<file path="src/rtl/hw_stack_if.sv">
// Decoder-to-stack bus for hw_stack: operation strobes and push data in,
// popped data, occupancy and sticky error flags out.
interface hw_stack_if #(
    parameter int WIDTH = 16,
    parameter int PW    = 4
);
    logic             stack_en;
    logic             stack_rw;
    logic             stack_rst;
    logic [WIDTH-1:0] data_in;
    logic [WIDTH-1:0] data_out;
    logic [PW:0]      sp;
    logic             empty;
    logic             full;
    logic             ovf;
    logic             unf;

    modport master (
        output stack_en, stack_rw, stack_rst, data_in,
        input  data_out, sp, empty, full, ovf, unf
    );

    modport slave (
        input  stack_en, stack_rw, stack_rst, data_in,
        output data_out, sp, empty, full, ovf, unf
    );
endinterface

</file>
<file path="src/rtl/hw_stack.sv">
// Hardware LIFO fed by the instruction decoder: single-cycle push, two-cycle
// pop (EXEC1 loads data_out, EXEC2 holds it), sticky overflow/underflow flags.
module hw_stack #(
    parameter int WIDTH = 16,
    parameter int DEPTH = 16,
    parameter int PW    = 4
) (
    input  logic       CLK,
    input  logic       RSTn,
    hw_stack_if.slave  bus
);

    typedef enum logic {
        IDLE = 1'b0,
        HOLD = 1'b1
    } pop_phase_t;

    localparam logic [PW:0]   SP_MAX = DEPTH[PW:0];
    localparam logic [PW:0]   SP_ONE = {{PW{1'b0}}, 1'b1};
    localparam logic [PW-1:0] IX_ONE = {{(PW-1){1'b0}}, 1'b1};

    logic [WIDTH-1:0] mem [DEPTH];

    pop_phase_t       state_q, state_d;
    logic [PW:0]      sp_q, sp_d;
    logic [WIDTH-1:0] data_q, data_d;
    logic             ovf_q, ovf_d;
    logic             unf_q, unf_d;

    logic             push_req;
    logic             pop_req;
    logic             is_full;
    logic             is_empty;
    logic             wr_en;
    logic [PW-1:0]    wr_idx;
    logic [PW-1:0]    rd_idx;

    assign push_req = bus.stack_en &  bus.stack_rw;
    assign pop_req  = bus.stack_en & ~bus.stack_rw;
    assign is_full  = (sp_q == SP_MAX);
    assign is_empty = (sp_q == '0);
    assign wr_idx   = sp_q[PW-1:0];
    assign rd_idx   = sp_q[PW-1:0] - IX_ONE;

    // Priority: synchronous clear, then push, then pop.
    always_comb begin
        state_d = IDLE;
        sp_d    = sp_q;
        data_d  = data_q;
        ovf_d   = ovf_q;
        unf_d   = unf_q;
        wr_en   = 1'b0;

        if (bus.stack_rst) begin
            sp_d   = '0;
            data_d = '0;
            ovf_d  = 1'b0;
            unf_d  = 1'b0;
        end else if (push_req) begin
            if (!is_full) begin
                wr_en = 1'b1;
                sp_d  = sp_q + SP_ONE;
            end else begin
                ovf_d = 1'b1;
            end
        end else if (pop_req) begin
            unique case (state_q)
                IDLE: begin
                    state_d = HOLD;
                    if (!is_empty) begin
                        data_d = mem[rd_idx];
                        sp_d   = sp_q - SP_ONE;
                    end else begin
                        data_d = '0;
                        unf_d  = 1'b1;
                    end
                end
                HOLD: state_d = IDLE;
                default: state_d = IDLE;
            endcase
        end
    end

    always_ff @(posedge CLK or negedge RSTn) begin
        if (!RSTn) begin
            state_q <= IDLE;
            sp_q    <= '0;
            data_q  <= '0;
            ovf_q   <= 1'b0;
            unf_q   <= 1'b0;
        end else begin
            state_q <= state_d;
            sp_q    <= sp_d;
            data_q  <= data_d;
            ovf_q   <= ovf_d;
            unf_q   <= unf_d;
        end
    end

    // Storage is deliberately left out of reset.
    always_ff @(posedge CLK) begin
        if (wr_en) begin
            mem[wr_idx] <= bus.data_in;
        end
    end

    assign bus.data_out = data_q;
    assign bus.sp       = sp_q;
    assign bus.empty    = is_empty;
    assign bus.full     = is_full;
    assign bus.ovf      = ovf_q;
    assign bus.unf      = unf_q;

endmodule

</file>
<file path="src/flat_wrapper.sv">
// flat-port wrapper written by rule: the top's interface ports become plain ports
module hw_stack_flat 
#(
    parameter int WIDTH = 16,
    parameter int DEPTH = 16,
    parameter int PW    = 4
)
  (CLK, RSTn, bus_stack_en, bus_stack_rw, bus_stack_rst, bus_data_in, bus_data_out, bus_sp, bus_empty, bus_full, bus_ovf, bus_unf);
  hw_stack_if #(.WIDTH(WIDTH), .PW(PW)) bus_i ();
  input  logic CLK;
  input  logic RSTn;
  input wire logic [$bits(bus_i.stack_en)-1:0] bus_stack_en;
  input wire logic [$bits(bus_i.stack_rw)-1:0] bus_stack_rw;
  input wire logic [$bits(bus_i.stack_rst)-1:0] bus_stack_rst;
  input wire logic [$bits(bus_i.data_in)-1:0] bus_data_in;
  output wire logic [$bits(bus_i.data_out)-1:0] bus_data_out;
  output wire logic [$bits(bus_i.sp)-1:0] bus_sp;
  output wire logic [$bits(bus_i.empty)-1:0] bus_empty;
  output wire logic [$bits(bus_i.full)-1:0] bus_full;
  output wire logic [$bits(bus_i.ovf)-1:0] bus_ovf;
  output wire logic [$bits(bus_i.unf)-1:0] bus_unf;
  assign bus_i.stack_en = bus_stack_en;
  assign bus_i.stack_rw = bus_stack_rw;
  assign bus_i.stack_rst = bus_stack_rst;
  assign bus_i.data_in = bus_data_in;
  assign bus_data_out = bus_i.data_out;
  assign bus_sp = bus_i.sp;
  assign bus_empty = bus_i.empty;
  assign bus_full = bus_i.full;
  assign bus_ovf = bus_i.ovf;
  assign bus_unf = bus_i.unf;
  hw_stack #(.WIDTH(WIDTH), .DEPTH(DEPTH), .PW(PW)) u_core (.CLK(CLK), .RSTn(RSTn), .bus(bus_i));
endmodule
</file>
<file path="config.mk">
export PLATFORM = sky130hd
export DESIGN_NAME = hw_stack_flat
export DESIGN_NICKNAME = d
export VERILOG_FILES = /design/src/rtl/hw_stack_if.sv /design/src/rtl/hw_stack.sv /design/src/flat_wrapper.sv
export SDC_FILE = /design/constraint.sdc
export NUM_CORES = 1
export LEC_CHECK = 0
export CORE_ASPECT_RATIO = 1.25
export CORE_UTILIZATION = 55
export DETAILED_ROUTE_END_ITERATION = 6
export PLACE_DENSITY = 0.81
export SLEW_MARGIN = 20
export SYNTH_ARGS = -nofsm -noshare
export SYNTH_HDL_FRONTEND = slang
export SYNTH_SLANG_ARGS = --single-unit
</file>
<file path="constraint.sdc">
create_clock -name CLK -period 10.27 [get_ports CLK]
set_clock_uncertainty 0.1 [all_clocks]
set_input_delay 1.027 -clock CLK [delete_from_list [all_inputs] [get_ports CLK]]
set_output_delay 1.027 -clock CLK [all_outputs]
set_load 0.005 [all_outputs]
</file>
==> flow_summary.json, run 1 <==
{
  "clockRootBuffer": "clkbuf_16",
  "syn_area_per_cell_um2": 19.5,
  "yosysMostFrequentCell": "edfxtp_1",
  "p_sw_share_pct": 25.5,
  "async_flop_share_pct": 8.57,
  "place_inst": 862,
  "cap_violations": 0,
  "pwr-share-seq_pct": 47.1,
  "synth.top_cell.area_share_pct": 69.8,
  "wl_um": 23000,
  "routabilityCongestion": 0.832,
  "cts.sinks": 280,
  "antenna_found_initial": 0,
  "grt_pass1_wl_um": 35200,
  "drive_gt1_share_pct": 22.0,
  "power_density_nw_per_um2": 220,
  "worstMarginPinSlew_ps": 1000,
  "grt_max_degree": 65,
  "io_buffer_count": 45,
  "ctsResizeCount": 0,
  "core-area_um2": 19500,
  "synth_edf_count": 256,
  "die-area_um2": 20600,
  "ctsLongestPathBuffers": 3,
  "timing.setup.tns_ps": 0,
  "max_freq_ghz": 0.263,
  "overflow": 0,
  "clk_latency_ps": 530,
  "pwr-share-clk_pct": 35.0,
  "synthDistinctLibCells": 40,
  "ys.flop_type": "edfxtp_1",
  "pin_count": 46,
  "total_power_mw": 2.77,
  "cp-start-kind": "register",
  "synth_common_cells": "edfxtp_1 (256), nand2_1 (69), mux4_2 (64), a21oi_1 (35), dfrtp_1 (24)",
  "final_util_pct": 64.6,
  "syn_area_um2": 11000,
  "route.vias.total": 5650,
  "cp-end-kind": "primary output",
  "final_cells": 906,
  "setup_ws_ps": 6470,
  "crit_path_max_fanout": 21,
  "combPwrFrac_pct": 17.9,
  "netlist_instances": 565,
  "drc": 0,
  "timing.hold.ws_ps": 391,
  "grt_pass1_vias": 5945,
  "hold_buffers": 0,
  "clkTransAtPathRegs_ps": 60,
  "grt_util_all_layers_pct": 23.7,
  "p_sw_uw": 707,
  "drt_first_pass_iters": 6,
  "ys_top_cells_by_area": "edfxtp_1 (70%), mux4_2 (13%), dfrtp_1 (5.5%)",
  "hold_violations": 0,
  "period_needed_ps": 3800,
  "cts_htree_levels": 1,
  "synth_area_leader_cell": "edfxtp_1",
  "dp_slack_ps": 6460,
  "internal-power_mw": 2.06,
  "diodes": 0,
  "drtAntennaViolNets": 0,
  "drv_slew": 0,
  "die_x_um": 129,
  "status": "complete, no violations",
  "via_per_inst": 6.24,
  "regToRegSetupSlack_ps": 6950,
  "post_cts_buffers": 0,
  "cp.required_ps": 9140,
  "drt_iter0_drc": 711,
  "yosysWarnings": 0,
  "layout.nets": 654,
  "finalInstanceArea_um2": 12600,
  "worst-setup-path-type": "reg -> out",
  "ys_seq_area_share_pct": 75.3,
  "p_leak_nw": 4.24,
  "min_period_over_period_pct": 37.0,
  "cts_tree": "built",
  "setup_violations": 0,
  "arrival_ps": 2670,
  "min-delay-path-class": "reg -> reg",
  "nFillCells": 1273,
  "synth_seq_cells": 280,
  "syn2layout_area_growth_pct": 14.7,
  "synth_nets": 595,
  "placed_cell_area_um2": 11800,
  "numCtsBuffers": 25,
  "hpwl_um": 13000,
  "slew_headroom_pct": 33.0,
  "vdd_drop_max_uv": 120,
  "rows": 57,
  "wire_per_inst_um": 25.3,
  "rsz0062_at_grt": "no",
  "die_y_um": 160,
  "initial_core_util_pct": 56.4
}
## sequential cells by signal, summed over array words and instances, names as in the netlist
register	flops
u_core.bus.sp	5
u_core.bus.ovf	1
u_core.bus.data_out	16
u_core.mem	256
u_core.bus.unf	1
u_core.state_q	1
## cells in the final DEF, fill, tap and decap left out, drive strengths merged, types with 9 or more instances in the layout
| master | Yosys | layout |
|---|---|---|
| nor2 | 19 | 19 |
| clkdlybuf4s50 | 0 | 45 |
| clkbuf | 11 | 27 |
| edfxtp | 256 | 256 |
| dfrtp | 24 | 24 |
| a21oi | 35 | 35 |
| a211o | 16 | 16 |
| ha | 9 | 9 |
| clkinv | 0 | 9 |
| buf | 18 | 16 |
| nand2 | 70 | 70 |
| mux4 | 64 | 64 |
| nor3 | 9 | 9 |
## path summary, 6_finish.rpt
path	start	end	depth (start not counted)
max	u_core.bus.sp[0]	bus_empty	5
min in group asynchronous	RSTn	u_core.bus.data_out[9]	2
max reg2reg	u_core.bus.sp[0]	u_core.mem[13][2]	4
min	u_core.bus.data_out[1]	u_core.bus.data_out[1]	1
min reg2reg	u_core.bus.data_out[1]	u_core.bus.data_out[1]	1
max in group asynchronous	RSTn	u_core.bus.sp[0]	2
## cells by family after synthesis
logic type / after synthesis / share of synthesized area, %
and+or+nand+nor: 109 / 4.34
adders and majority gates: 9 / 1.02
xor gates and xnor gates: 8 / 0.636
AOI/OAI and AO/OA: 59 / 3.53
DFF: 280 / 75.3
buffers and inverters: 34 / 1.94
muxes: 66 / 13.3
## worst max-delay path, cell delays in order, from the launching register on
cell             delay, ps
dfrtp_4                640
inv_1                  210
ha_2                   210
or4b_4                 500
inv_2                   90
clkdlybuf4s50_1        490
## metal layers
layer | routed length [um] | track usage [%]
met5 | 0 | 0
met4 | 996 | 12.5
met3 | 1710 | 3.12
met2 | 11900 | 38.4
met1 | 8400 | 31.7
## final cells by class
type,instances,area (um2),area share (%)
Inverter,5,18.8,0.149
Multi-Input combinational cell,251,2560,20.3
Sequential cell,280,8290,65.7
Tap cell,265,332,2.63
Clock inverter,17,218,1.72
Timing Repair Buffer,61,571,4.52
Clock buffer,27,633,5.01
## power groups by stage
stage | sequential, mW | clock [mW] | combinational (mW)
final | 1.31 | 0.969 | 0.498
after global routing | 1.31 | 1.02 | 0.534
after CTS | 1.31 | 0.977 | 0.501
after detailed placement | 1.33 | 0 | 0.493
after global placement | 1.33 | 0 | 0.481
after floorplan | 1.31 | 0 | 0.353
No activity file was read; power rests on OpenSTA's default activity.
==> inputs of run 2 (changes only) <==
- CORE_UTILIZATION: 55 -> 54
- PLACE_DENSITY: 0.81 -> 0.83
- clock period: 10.27 -> 3.17 ns (I/O delays scaled with it)
==> run 2 against run 1 <==
Compared with the run above: final area is essentially flat; clock power grew to 3.0 times the previous value; largest cell class unchanged; global-route usage shrank 0.91 points; critical endpoint unchanged.
==> flow_summary.json, run 2 (synthesized netlist as in run 1, its figures left out) <==
{
  "status": "complete, no violations",
  "pwr-share-clk_pct": 32.8,
  "die_x_um": 130,
  "grt_pass1_vias": 5924,
  "clk_latency_ps": 520,
  "die-area_um2": 21000,
  "timing.setup.tns_ps": 0,
  "cp-end-kind": "primary output",
  "p_sw_mw": 2.26,
  "setup_violations": 0,
  "crit_path_max_fanout": 4,
  "cts_htree_levels": 1,
  "drv_slew": 0,
  "rsz0062_at_grt": "no",
  "combPwrFrac_pct": 19.0,
  "slew_headroom_pct": 27.9,
  "numCtsBuffers": 25,
  "cts.sinks": 280,
  "worstMarginPinSlew_ps": 1080,
  "crit_chain": "inv_1 -> ha_2 -> or4b_4 -> inv_2 -> clkdlybuf4s50_1",
  "nFillCells": 1338,
  "initial_core_util_pct": 55.0,
  "largest_reg_flops": 256,
  "cp_slowest_cell": "clkdlybuf4s50_1",
  "diodes": 0,
  "post_cts_buffers": 0,
  "io_buffer_count": 45,
  "top_register": "u_core.mem",
  "via_per_inst": 6.06,
  "routabilityCongestion": 0.835,
  "final_cell_mix": "edfxtp_1 (256), nand2_1 (69), mux4_2 (64)",
  "vdd_drop_max_uv": 383,
  "regToRegStartpoint": "u_core.bus.sp[1]",
  "route.vias.total": 5575,
  "p_sw_share_pct": 26.0,
  "max_freq_ghz": 0.345,
  "drtAntennaViolNets": 0,
  "grt_pass1_wl_um": 34900,
  "regToRegSetupSlack_ps": 580,
  "r2r_cells": 7,
  "grt_util_all_layers_pct": 22.8,
  "cp.required_ps": 2750,
  "p_leak_nw": 4.24,
  "r2r-end": "u_core.mem[7][3]",
  "min-delay-path-class": "in -> async",
  "drc": 0,
  "cp-start-kind": "register",
  "drt_iter0_drc": 624,
  "antenna_found_initial": 0,
  "cts_tree": "built",
  "placed_cell_area_um2": 11800,
  "critPathBufInv": 3,
  "layout.nets": 661,
  "total_power_mw": 8.72,
  "clockRootBuffer": "clkbuf_16",
  "worst-setup-path-type": "reg -> out",
  "clkTransAtPathRegs_ps": 60,
  "cap_violations": 0,
  "cp_top_family": "buffers and inverters",
  "wl_um": 22800,
  "drive_gt1_share_pct": 21.4,
  "final_common_cell": "edfxtp_1",
  "core-area_um2": 20000,
  "wire_per_inst_um": 24.7,
  "pin_count": 46,
  "syn2layout_area_growth_pct": 14.5,
  "drt_first_pass_iters": 5,
  "finalInstanceArea_um2": 12600,
  "ctsLongestPathBuffers": 3,
  "rows": 58,
  "ctsResizeCount": 0,
  "grt_max_degree": 70,
  "pwr-share-seq_pct": 48.2,
  "period_needed_ps": 2900,
  "hold_buffers": 0,
  "hpwl_um": 13200,
  "hold_violations": 0,
  "arrival_ps": 2490,
  "power_density_nw_per_um2": 691,
  "overflow": 0,
  "internal-power_mw": 6.45,
  "crit_path_max_incr_delay_ps": 510,
  "min_period_over_period_pct": 91.5,
  "die_y_um": 162
}
[run 2: cell count changes in the layout (fill, tap and decap cells not counted), moves of 2 or more]
cell / change
nor2_2: -6
buf_12: +2
nor2_1: +6
clkbuf_1: +8
buf_4: +5
clkbuf_8: +2
bufinv_16: -4
clkinv_1: -3
[run 2: worst max path at each step]
| stage | from | to | slack, ps | cells past startpoint |
|---|---|---|---|---|
| final | u_core.bus.sp[0] | bus_empty | 270 | 5 |
| after global routing | u_core.bus.sp[1] | bus_empty | 170 | 5 |
| after CTS | u_core.bus.sp[0] | bus_empty | 250 | 5 |
| after detailed placement | bus_stack_en | u_core.bus.sp[4] | 490 | 9 |
| after global placement | bus_stack_en | u_core.bus.sp[4] | 580 | 9 |
| after floorplan | u_core.bus.sp[0] | u_core.mem[1][0] | -290 | 9 |
[run 2: worst reg2reg max path, cell delays in order, from the launching register on]
cell and delay [ps]:
dfrtp_1 510, inv_1 160, ha_2 210, and4bb_2 270, nor3_1 290, nand2_1 220, nor2_1 190, buf_4 310
[run 2: final cells by class]
class | count | area [um2] | share of cell area, %
repair buffers | 68 | 648 | 5.14
clock inverters | 9 | 78.8 | 0.625
well taps | 270 | 338 | 2.68
flip-flops and latches | 280 | 8290 | 65.7
clock buffers | 37 | 691 | 5.48
multi-input cells | 251 | 2550 | 20.2
inverters | 5 | 18.8 | 0.149
[run 2: metal layers]
metal,vias up,GRT usage [%],share of wire [%]
li1,2390,-,-
met1,2878,30.9,38
met2,255,37.7,52
met3,52,3.56,7.7
met4,0,8.67,3.1
met5,-,0,0
[run 2: power groups by stage]
stage	combinational [mW]	sequential [mW]	clock, mW
6_report	1.66	4.21	2.86
2_1_floorplan	1.15	4.24	0
4_1_cts	1.67	4.20	2.89
3_3_place_gp	1.61	4.28	0
3_5_place_dp	1.64	4.28	0
5_1_grt	1.79	4.21	3.04
[run 2: through the flow]
stage / hold WS, ps / util, % / instances / worst slack [ps]
final: 88.8 / 63.0 / 920 / 268
after global routing: 111 / 63.0 / 920 / 172
after CTS: 83.3 / 63.0 / 920 / 251
after detailed placement: 402 / 59.1 / 874 / 493
after global placement: 388 / 59.1 / 874 / 581
after floorplan: -78.6 / - / 565 / -292
